[src/rtl/div_32_11_pkg.sv]
// Shared constants and types for the divide-by-11 family and its inverse.
// Holds the constant divisor, the operand widths, the largest quotient that
// cannot overflow XW bits, and the stage-1 payload of mul_32_11_recon.
package div_32_11_pkg;

  localparam int D_CONST = 11;
  localparam int XW      = 32;
  localparam int QW      = 29;
  localparam int RW      = 4;
  localparam int CW      = 8;

  // floor((2^XW-1)/D): any larger quotient overflows for every legal remainder
  localparam logic [XW-1:0] QMAX = 32'd390451572;

  typedef struct packed {
    logic [XW+1:0] a;     // (D-1)*Q as shift-adds
    logic [QW-1:0] q;
    logic [RW-1:0] r;
    logic          rerr;  // R >= D
  } s1_t;

endpackage

[src/rtl/mul_const_add.sv]
// Combinational D*Q+R expansion, split in two halves around the stage-1
// register of mul_32_11_recon.
//   q, r        : raw quotient/remainder (input side of stage 1)
//   a           : (D-1)*Q built from shifted copies of Q
//   s_a/s_q/s_r : registered stage-1 values
//   sum         : s_a + s_q + s_r at full XW+2 width (no truncation)
module mul_const_add #(
  parameter int D  = 11,
  parameter int XW = 32,
  parameter int QW = 29,
  parameter int RW = 4
) (
  input  logic [QW-1:0] q,
  input  logic [RW-1:0] r,
  output logic [XW+1:0] a,
  input  logic [XW+1:0] s_a,
  input  logic [QW-1:0] s_q,
  input  logic [RW-1:0] s_r,
  output logic [XW+1:0] sum
);

  logic [XW+1:0] q_ext;
  logic [XW+1:0] sq_ext;
  logic [XW+1:0] sr_ext;

  assign q_ext  = {{(XW+2-QW){1'b0}}, q};
  assign sq_ext = {{(XW+2-QW){1'b0}}, s_q};
  assign sr_ext = {{(XW+2-RW){1'b0}}, s_r};

  // D is odd, so D*Q = (D-1)*Q + Q; the (D-1) part is one shifted copy of Q
  // per set bit of the even constant D-1 (for D=11: Q<<3 + Q<<1).
  always_comb begin
    a = '0;
    for (int k = 0; k < XW + 2; k++) begin
      if (((D - 1) >> k) % 2 == 1) a = a + (q_ext << k);
    end
  end

  assign sum = s_a + sq_ext + sr_ext;

endmodule

[src/rtl/mul_32_11_recon.sv]
// Rebuilds the dividend X = D*Q + R from a quotient/remainder pair.
// Two-stage elastic pipeline with valid/ready on both sides.
//   clk, rst            : clock, synchronous active-high reset
//   in_valid/in_ready   : input handshake for Q, R
//   out_valid/out_ready : output handshake for X, r_err, ovf
//   X                   : low XW bits of D*Q+R
//   r_err               : R >= D for this result
//   ovf                 : D*Q+R >= 2^XW for this result
//   err_cnt             : saturating count of results with r_err or ovf
module mul_32_11_recon #(
  parameter int D  = div_32_11_pkg::D_CONST,
  parameter int XW = div_32_11_pkg::XW,
  parameter int QW = div_32_11_pkg::QW,
  parameter int RW = div_32_11_pkg::RW,
  parameter int CW = div_32_11_pkg::CW
) (
  input  logic          clk,
  input  logic          rst,
  input  logic          in_valid,
  output logic          in_ready,
  input  logic [QW-1:0] Q,
  input  logic [RW-1:0] R,
  output logic          out_valid,
  input  logic          out_ready,
  output logic [XW-1:0] X,
  output logic          r_err,
  output logic          ovf,
  output logic [CW-1:0] err_cnt
);

  import div_32_11_pkg::*;

  function automatic logic [CW-1:0] sat_inc(input logic [CW-1:0] c);
    return (&c) ? c : c + 1'b1;
  endfunction

  s1_t           s1_p1;
  s1_t           s1_d;
  logic          s1_valid;
  logic          s2_valid;
  logic [XW+1:0] a_w;
  logic [XW+1:0] sum_w;
  logic          s2_adv;
  logic          s1_adv;
  logic          in_xfer;
  logic          ovf_w;

  mul_const_add #(
    .D  (D),
    .XW (XW),
    .QW (QW),
    .RW (RW)
  ) u_mca (
    .q   (Q),
    .r   (R),
    .a   (a_w),
    .s_a (s1_p1.a),
    .s_q (s1_p1.q),
    .s_r (s1_p1.r),
    .sum (sum_w)
  );

  assign s2_adv   = !s2_valid || out_ready;
  assign s1_adv   = s1_valid && s2_adv;
  // Combinational from out_ready so a full pipeline can still stream.
  assign in_ready = !s1_valid || s2_adv;
  assign in_xfer  = in_valid && in_ready;

  assign s1_d.a    = a_w;
  assign s1_d.q    = Q;
  assign s1_d.r    = R;
  assign s1_d.rerr = (R >= RW'(D));

  assign ovf_w     = |sum_w[XW+1:XW];
  assign out_valid = s2_valid;

  // Stage 0 -> 1: payload register, no reset needed (qualified by s1_valid)
  always_ff @(posedge clk) begin
    if (in_xfer) s1_p1 <= s1_d;
  end

  // Stage 1 -> 2: control, result registers and error counter
  always_ff @(posedge clk) begin
    if (rst) begin
      s1_valid <= 1'b0;
      s2_valid <= 1'b0;
      X        <= '0;
      r_err    <= 1'b0;
      ovf      <= 1'b0;
      err_cnt  <= '0;
    end else begin
      if (in_ready) s1_valid <= in_valid;
      if (s2_adv)   s2_valid <= s1_valid;
      if (s1_adv) begin
        X     <= sum_w[XW-1:0];
        ovf   <= ovf_w;
        r_err <= s1_p1.rerr;
        if (s1_p1.rerr || ovf_w) err_cnt <= sat_inc(err_cnt);
      end
    end
  end

endmodule

[config.mk]
export PLATFORM = sky130hd
export DESIGN_NAME = mul_32_11_recon
export DESIGN_NICKNAME = d
export VERILOG_FILES = /design/src/rtl/div_32_11_pkg.sv /design/src/rtl/mul_const_add.sv /design/src/rtl/mul_32_11_recon.sv
export SDC_FILE = /design/constraint.sdc
export NUM_CORES = 1
export LEC_CHECK = 0
export ABC_CLOCK_PERIOD_IN_PS = 6950
export CORE_ASPECT_RATIO = 1.1
export CORE_MARGIN = 1.5
export CORE_UTILIZATION = 60
export CTS_BUF_LIST = sky130_fd_sc_hd__clkbuf_8
export DETAILED_ROUTE_END_ITERATION = 7
export PLACE_DENSITY_LB_ADDON = 0.25
export SETUP_SLACK_MARGIN = 0.02
export SLEW_MARGIN = 10
export SYNTH_ARGS = -nofsm -noshare
export SYNTH_HDL_FRONTEND = slang
export SYNTH_SLANG_ARGS = --single-unit
[constraint.sdc]
create_clock -name clk -period 6.95 [get_ports clk]
set_input_delay 1.0425 -clock clk [delete_from_list [all_inputs] [get_ports clk]]
set_output_delay 1.0425 -clock clk [all_outputs]
set_load 0.02 [all_outputs]
# --- Yosys cells after proc, flatten, opt, wreduce, memory -nomap -nowiden ---
# Index checks and enable logic that the tools add are counted.
word_totals:
  input_bits: 37
  n_memories: 0
  rom_bits: 0
  latch_bits: 0
  out_inout_bits: 44
  mem_bits_rw: 0
  wordCells: 26
  regBits: 112
classes:
  addsub: 4
  eq_ne: 0
  mul: 0
  muxes: 0
  n_reduce_logical: 10
  div: 0
  bitwise_logic: 1
  n_shift: 0
  n_lt_le_gt_ge: 1
op_table:
  columns: ["operator", "count"]
  rows:
  - ["34-bit by 29-bit adder with 34-bit output", 1]
  - ["34-bit by 4-bit adder with 34-bit output", 1]
  - ["30-bit by 32-bit adder with 33-bit output", 1]
  - ["8-bit by 1-bit adder with 8-bit output (second input constant)", 1]
  - ["8-bit AND reduction", 1]
  - ["4-bit greater-or-equal comparator (second input constant)", 1]
  - ["1-bit logical OR", 3]
  - ["3-bit AND reduction", 1]
  - ["1-bit logical AND", 2]
  - ["1-bit zero test", 2]
  - ["2-bit OR reduction", 1]
  - ["1-bit NOT", 1]

# --- Longest topological paths before layout ---
# Gate-level depths: netlist of the first run.
depth:
  depth_word: 5
  mapped_depth: 13
  mapped_depth_nobuf: 13

# --- By module ---
# A second synthesis of the first run with hierarchy kept.
unflattened:
  cells_unflattened: 699
  area_unflattened_um2: 6988.0
by_module_without_submodules:
  columns: ["mod", "cells_each", "n_inst", "area_each_um2", "seq_area_each_um2"]
  rows:
  - ["mul_32_11_recon", 275, 1, 3718.6, 2922.8]
  - ["mul_const_add", 424, 1, 3269.4, 0.0]

# --- Least setup slack after synthesis of the first run ---
# Ideal clock, no wire load.
synth_timing:
  path_type: "register -> register"
  from: "reg s1_p1[6] in the netlist's numbering"
  to: "reg err_cnt[3]"
  period_less_slack_ps: 3604
  arrival_ps: 3481
  slack_ps: 3346
  n_path_buf: 0
  t_required_ps: 6827
  setup_time_ps: 123
  stages_incl_launch_ff: 12
  cell_sequence: "edfxtp_1 fa_1 ha_1 a211o_1 a2111oi_2 or3_4 a31oi_4 o31ai_4 o41ai_4 mux2i_2 nor4b_1 mux2_1"
synth_via:
  elab_chain_len: 5
synth_lines:
  columns: ["element", "line", "text"]
  rows:
  - ["from (decl)", "mul_32_11_recon.sv:37", "s1_t s1_p1;"]
  - ["from (signal assigned)", "mul_32_11_recon.sv:79", "if (in_xfer) s1_p1 <= s1_d;"]
  - ["34-bit by 29-bit adder with 34-bit output", "mul_const_add.sv:39", "assign sum = s_a + sq_ext + sr_ext;"]
  - ["34-bit by 4-bit adder with 34-bit output", "mul_const_add.sv:39", null]
  - ["2-bit OR reduction", "mul_32_11_recon.sv:74", "assign ovf_w = |sum_w[XW+1:XW];"]
  - ["1-bit logical OR", "mul_32_11_recon.sv:98", "if (s1_p1.rerr || ovf_w) err_cnt <= sat_inc(err_cnt);"]
  - ["3-bit AND reduction (no source line)", null, null]
  - ["to (signal assigned)", "mul_32_11_recon.sv:98", null]
  - ["to (decl)", "mul_32_11_recon.sv:28", "output logic [CW-1:0] err_cnt"]
# No other way between the ends.
# A chain may end at the register's enable or synchronous reset.

# --- Final worst setup path of the first run ---
layout_timing:
  from: "reg s1_p1[5] in the netlist's numbering"
  to: "reg err_cnt[3]"
# Same word-level chain as after synthesis.

==> qor.log, run 1 <==
[timing] worst-case headroom to the max-slew limit 44.52%
[routing] detailed-route vias per instance 5.862
[floorplanning] Die Width 105.2 um
[global_routing] met2 usage in global routing 42.31%
[cells_and_area] commonest cells after routing, fill and taps aside nand2_1, ha_1, a21oi_1
[run_status] status finished clean
[global_routing] met1 usage in global routing 33.50%
[routing] count of unresolved DRC violations after routing 0
[global_routing] Overall Global Routing Usage 25.10%
[clock_tree] clock tree from TritonCTS built
[pwr] power dissipated by switching net loads 0.0006164 W
[clock_tree] Resized Gates After CTS 0
[place] routability cong. 0.8974
[routing] DRC violation total after the first TritonRoute iteration 333
[timing] endpoints failing setup 0
[timing] period utilization 59.91%
[timing] Max Freq 240.2 MHz
[pwr] Leakage 3.221 nW
[routing] routed wire length 14690 um
[yosys] number of flip-flops and latches in the synthesized netlist 108
[clock_tree] Root Buffer Master clkbuf_8
[global_routing] GRT busiest layer met2
[yosys] library cell occupying the most area in the post-synthesis netlist edfxtp_1
[global_routing] number of antenna violations at the first check in global routing 0
[timing] count of endpoints failing hold in the final timing report 0
[pwr] clock share of power 20.4%
[timing] setup repair after global routing missed its margin false
[yosys] count of mapped cells out of synthesis 707
[clock_tree] TritonCTS buffer count 9
[place] input/output buffers 80
[routing] final antenna-violating net count 0
[clock_tree] Post-CTS Setup Inserts 0
[flow_run] MaxCap Viol Count 0
[timing] post-layout min period 4.164 ns
[place] Area after DPL 0.007806 mm^2
[global_routing] maximum number of pins on one net before global-route repair 65
[routing] drt pass-1 iters 5
[timing] Worst Skew 0.005212 ns
[global_routing] via count of the first global-routing pass 5204
[yosys] top_reg_cell synth edfxtp_1
[pwr] PD cells 227.5 mW/mm^2
[yosys] top cells by area in the synthesized netlist edfxtp_1, ha_1, dfxtp_1
[worst_setup_path] startpoint type of the worst setup path register
[worst_setup_path] endpoint class of the critical path register
[clock_tree] maximum root-to-sink buffer count 2
[timing] number of slew-limit violations in the final report 0
[yosys] count of synthesis-stage warnings from yosys 0
[yosys] Post-Syn Nets 832
[cells_and_area] # diodes 0
[yosys] Seq/Total Area, Yosys 40.67%
[place] placed wire-length estimate after detailed placement 11250 um
[worst_setup_path] arrival time at the worst endpoint 4.43 ns
[pwr] IR drop worst, VDD 0.1094 mV
[cells_and_area] most common cell after layout, fill and taps aside nand2_1
[yosys] number of distinct library cells after synthesis 54
[floorplanning] number of I/O pins 81
[pwr] switch share 33.90%
[pwr] part of the total power dissipated in sequential elements 42.8%
[global_routing] global-route wire length before repair 24500 um
[clock_tree] worst-skew pair later-pin latency 0.37 ns
[floorplanning] starting density of the core 62.31%
[yosys] area share of the largest cell type after synthesis 27.89%
[routing] vias 5463
[yosys] FFs w/ async S/R, synth 0%
[cells_and_area] growth of design area from synthesis to finish 15.96%
[yosys] post-synthesis instance area 0.006892 mm^2
[timing] Worst-Margin Slew 0.8112 ns
[floorplanning] core area 0.01106 mm^2
[global_routing] met3 track demand over resource in global routing 3.571%
[clock_tree] total number of H-tree levels 3
[timing] post-route setup TNS 0 ns
[min_path] hold crit path type reg2reg
[worst_setup_path] CP Data Required Time 7.22 ns
[floorplanning] Die Y-Extent 115.4 um
[routing] final routed wire length divided by cell count 15.77 um
[cells_and_area] Final nets 905
[floorplanning] Die Outline Area 0.01214 mm^2
[cells_and_area] share of final-layout standard cells stronger than drive strength 1 4.331%
[global_routing] Remaining Overflow, GRT 0
[floorplanning] standard-cell rows 40
[pwr] Internal Pwr Total 0.001202 W
[pwr] portion of total power attributed to combinational logic 36.8%
[clock_tree] hold buffer count at CTS 0
[clock_tree] clock-pin slew of the registers on the worst-case setup and hold paths 0.10 ns
[worst_setup_path] Setup CP Type reg2reg
[cells_and_area] Layout Cell Area excl Fill 0.007991 mm^2
[worst_setup_path] crit path max fanout 10
[clock_tree] total number of clock tree sinks 108
[yosys] synthesized area per cell 9.748 um^2
[yosys] number of flops mapped to enable cells by yosys 64
[state kept, by name, indices dropped and copies added, names as in the netlist]
name and flops:
X 32, err_cnt 8, out_valid 1, ovf 1
r_err 1, s1_p1 64, s1_valid 1
[worst max-delay path, stage by stage, from the launching register on]
cell       delay, ns
edfxtp_1        0.45
fa_1            0.54
ha_1            0.21
inv_1           0.07
fa_1            0.38
nand2b_1        0.20
a21oi_1         0.27
o21ai_1         0.17
a211oi_1        0.33
o211ai_1        0.23
o2111ai_1       0.28
mux2i_2         0.18
nor4b_1         0.41
mux2_1          0.35
[power groups by stage]
stage | Clock [W] | Sequential (W) | Combinational [W]
4_1_cts | 0.000374 | 0.000778 | 0.000663
5_1_grt | 0.000401 | 0.000785 | 0.000742
6_report | 0.000371 | 0.000778 | 0.000669
2_1_floorplan | 0 | 0.000814 | 0.000454
3_3_place_gp | 0 | 0.000790 | 0.000639
3_5_place_dp | 0 | 0.000793 | 0.000658
[final timing paths]
kind / to / cells after the start / startpoint / slack (ns)
setup / recovery: err_cnt[3] / 13 / s1_p1[5] / 2.79
hold / removal: X[16] / 2 / X[16] / 0.46
setup reg to reg: err_cnt[3] / 13 / s1_p1[5] / 2.79
hold reg to reg: X[16] / 2 / X[16] / 0.46
[per-stage QoR]
stage	util (%)	power [W]	hold WS (ns)	worst slack, ns	instances
after floorplan	-	0.001268	0.4960	3.346	707
final	72.25	0.001818	0.4598	2.786	932
after global routing	72.25	0.001928	0.4767	2.436	932
after detailed placement	70.58	0.001451	0.4445	2.508	916
after global placement	70.58	0.001429	0.4398	2.631	916
after CTS	72.23	0.001816	0.4580	2.813	932
[synth_stat cells, types with 6 or more instances]
| master | instances |
|---|---|
| a21o_1 | 18 |
| o21a_1 | 10 |
| xor2_1 | 21 |
| o21ai_0 | 44 |
| nand2b_1 | 13 |
| edfxtp_1 | 64 |
| dfxtp_1 | 44 |
| a211oi_1 | 11 |
| nor2b_1 | 11 |
| inv_1 | 24 |
| nand2_1 | 84 |
| nand3_1 | 11 |
| o21bai_1 | 7 |
| nor2_1 | 38 |
| nor3_1 | 10 |
| ha_1 | 83 |
| xnor2_1 | 29 |
| clkbuf_1 | 16 |
| nand4_1 | 6 |
| and3_1 | 9 |
| a21oi_1 | 81 |
[routing by layer]
layer | vias to the layer above | share of wire (%)
li1 | 2727 | -
met1 | 2516 | 47
met2 | 195 | 46
met3 | 25 | 5.0
met4 | 0 | 2.0
met5 | - | 0
[layout make-up]
type	instances	area, um^2
Fill cell	851	3069
Timing Repair Buffer	83	823.3
Clock buffer	9	123.9
Clock inverter	7	58.81
Multi-Input combinational cell	554	3909
Tap cell	147	183.9
Inverter	24	90.09
Sequential cell	108	2803
[cell families (layout without fill, tap and decap cells)]
group	after synthesis	in the layout	share of synthesized area, %
adder cells (fa/ha/maj)	88	88	16.52
buffers and inverters	45	123	2.705
AND/OR/NAND/NOR	204	204	14.03
multiplexers	7	7	1.144
AO/OA/AOI/OAI	205	205	18.57
flip-flops	108	108	40.67
XOR/XNOR	50	50	6.354
No activity file was read; power rests on OpenSTA's default activity.
==> inputs of run 2 (changes only) <==
ABC_CLOCK_PERIOD_IN_PS = 4200   (was 6950)
CORE_UTILIZATION = 59   (was 60)
clock period = 4.2 ns   (was 6.95 ns; I/O delays follow)
==> run 2 against run 1 <==
- die area increased by 1.6%
- wire length down 1.8%
- sequential power increased by 66%
- clock skew grew 0.0036 ns
- critical path depth down 2
- hold slack got worse by 0.0048 ns
- via count is 0.97% lower
- clock-buffer cell count unchanged
- register-to-register slack lost 2.5 ns
- fmax up 6.6%
- clock power is 59% higher
- largest cell class unchanged
==> qor.log, run 2 (synthesized netlist as in run 1, its figures left out) <==
[clock_tree] maximum root-to-sink buffer count 2
[worst_setup_path] crit path max fanout 10
[routing] drt pass-1 iters 7
[timing] number of slew-limit violations in the final report 0
[timing] endpoints failing setup 0
[clock_tree] hold buffer count at CTS 0
[floorplanning] Die Y-Extent 116.4 um
[clock_tree] TritonCTS buffer count 9
[routing] total met2 wirelength after detailed routing 6619 um
[timing] post-route setup TNS 0 ns
[pwr] Leakage 3.229 nW
[cells_and_area] share of final-layout standard cells stronger than drive strength 1 5.083%
[cells_and_area] Largest regs s1_p1 x64, X x32, err_cnt x8
[global_routing] number of antenna violations at the first check in global routing 0
[routing] final routed wire length divided by cell count 15.40 um
[routing] detailed-route wire length on metal 1 6829 um
[cells_and_area] commonest cells after routing, fill and taps aside nand2_1, ha_1, a21oi_1, clkdlybuf4s50_1, edfxtp_1
[routing] final antenna-violating net count 0
[floorplanning] standard-cell rows 41
[place] input/output buffers 80
[cells_and_area] most common cell after layout, fill and taps aside nand2_1
[place] count of placed standard cells including taps 922
[global_routing] global-route wire length before repair 23500 um
[pwr] PD cells 371.5 mW/mm^2
[timing] post-layout min period 3.905 ns
[floorplanning] number of I/O pins 81
[min_path] startpoint of the lowest-slack hold path X[25]
[global_routing] Remaining Overflow, GRT 0
[clock_tree] total number of clock tree sinks 108
[cells_and_area] Final nets 908
[routing] highest routed layer met4
[clock_tree] Post-CTS Setup Inserts 0
[clock_tree] worst-skew pair later-pin latency 0.36 ns
[worst_setup_path] cell count of the worst reg-to-reg path 11
[global_routing] maximum number of pins on one net before global-route repair 65
[flow_run] MaxCap Viol Count 0
[clock_tree] Resized Gates After CTS 0
[timing] setup repair after global routing missed its margin false
[timing] worst-case headroom to the max-slew limit 31.34%
[min_path] number of cells on the worst hold path 2
[timing] Worst-Margin Slew 1.027 ns
[clock_tree] clock tree from TritonCTS built
[worst_setup_path] CP Data Required Time 4.45 ns
[worst_setup_path] flop-to-flop setup slack 0.29 ns
[worst_setup_path] RR Startpoint s1_p1[6]
[place] routability cong. 0.8546
[global_routing] via count of the first global-routing pass 5071
[worst_setup_path] Max stage delay cell, worst path fa_1
[floorplanning] Die Width 106.0 um
[min_path] hold worst-path end X[25]
[timing] Max Freq 256.1 MHz
[run_status] status finished clean
[routing] count of unresolved DRC violations after routing 0
[cells_and_area] Final Non-Filler Cells 937
[clock_tree] Root Buffer Master clkbuf_8
[worst_setup_path] maximum single-stage delay on the critical path 0.50 ns
[floorplanning] starting density of the core 60.24%
[cells_and_area] growth of design area from synthesis to finish 16.83%
[timing] period utilization 92.99%
[clock_tree] total number of H-tree levels 3
[floorplanning] Die Outline Area 0.01234 mm^2
[place] Area after DPL 0.007833 mm^2
[worst_setup_path] capture instance of the worst register-to-register path err_cnt[5]
[timing] count of endpoints failing hold in the final timing report 0
[place] placed wire-length estimate after detailed placement 11410 um
[clock_tree] clock-pin slew of the registers on the worst-case setup and hold paths 0.09 ns
[worst_setup_path] Setup CP Type reg2reg
[worst_setup_path] arrival time at the worst endpoint 4.16 ns
[floorplanning] core area 0.01144 mm^2
[routing] routed wl met3 684 um
[cells_and_area] # diodes 0
[routing] routed wire length 14430 um
[global_routing] Overall Global Routing Usage 23.91%
[cells_and_area] Layout Cell Area excl Fill 0.008051 mm^2
[worst_setup_path] crit-path cells fa_1 > ha_1 > a211o_1 > a2111oi_2 > or3_4 > a31oi_4 > o31ai_4 > o41ai_4 > mux2i_4 > nor4b_2 > mux2_1
[cells_and_area] register with the most flip-flops s1_p1
[pwr] PnR Total Power 0.002991 W
[timing] Worst Skew 0.008766 ns
[routing] DRC violation total after the first TritonRoute iteration 319
[routing] detailed-route vias per instance 5.774
[worst_setup_path] startpoint type of the worst setup path register
[cells_and_area] Largest register FFs 64
[pwr] IR drop worst, VDD 0.1787 mV
[min_path] hold crit path type reg2reg
[routing] vias 5410
[worst_setup_path] endpoint class of the critical path register
## run 2: cell type report
| type | count | area (um^2) |
|---|---|---|
| multi-input combinational | 554 | 3943 |
| sequential | 108 | 2803 |
| tap | 150 | 187.7 |
| timing repair buffer | 86 | 845.8 |
| fill | 892 | 3388 |
| inverter | 24 | 90.09 |
| clock inverter | 6 | 58.81 |
| clock buffer | 9 | 123.9 |
## run 2: layer usage
metal  GRT usage [%]  vias up
met1           31.93     2503
met2           39.74      154
met4           9.189        0
met3           3.516       21
li1                -     2732
met5               0        -
## run 2: per-stage QoR
| step | util, % | hold WS [ns] | setup WS [ns] |
|---|---|---|---|
| after floorplan | - | 0.4960 | 0.5955 |
| after global placement | 68.47 | 0.4417 | 0.3449 |
| after detailed placement | 68.47 | 0.4484 | 0.1676 |
| after CTS | 70.06 | 0.4593 | 0.1123 |
| after global routing | 70.38 | 0.4738 | 0.05978 |
| final | 70.38 | 0.4550 | 0.2946 |
## run 2: critical path: cells and delay by family (launching register included)
| kind | cells | cell delay (ns) |
|---|---|---|
| muxes | 2 | 0.59 |
| and+or+nand+nor | 2 | 0.55 |
| adders and majority gates | 2 | 0.83 |
| AOI/OAI and AO/OA | 5 | 1.38 |
| DFF | 1 | 0.44 |
## run 2: worst max path at each step
stage / start / endpoint / slack (ns) / depth (start not counted)
3_5_place_dp: Q[2] / s1_p1[65] / 0.17 / 13
2_1_floorplan: s1_p1[6] / err_cnt[3] / 0.60 / 11
4_1_cts: s1_p1[2] / err_cnt[5] / 0.11 / 13
6_report: s1_p1[6] / err_cnt[5] / 0.29 / 11
3_3_place_gp: s1_p1[2] / err_cnt[3] / 0.34 / 13
5_1_grt: s1_p1[2] / err_cnt[7] / 0.06 / 13
## run 2: report_power, final
part | internal (W) | switching (W)
clock | 0.000268 | 0.000322
sequential | 0.00124 | 0.0000483
combinational | 0.000484 | 0.000630
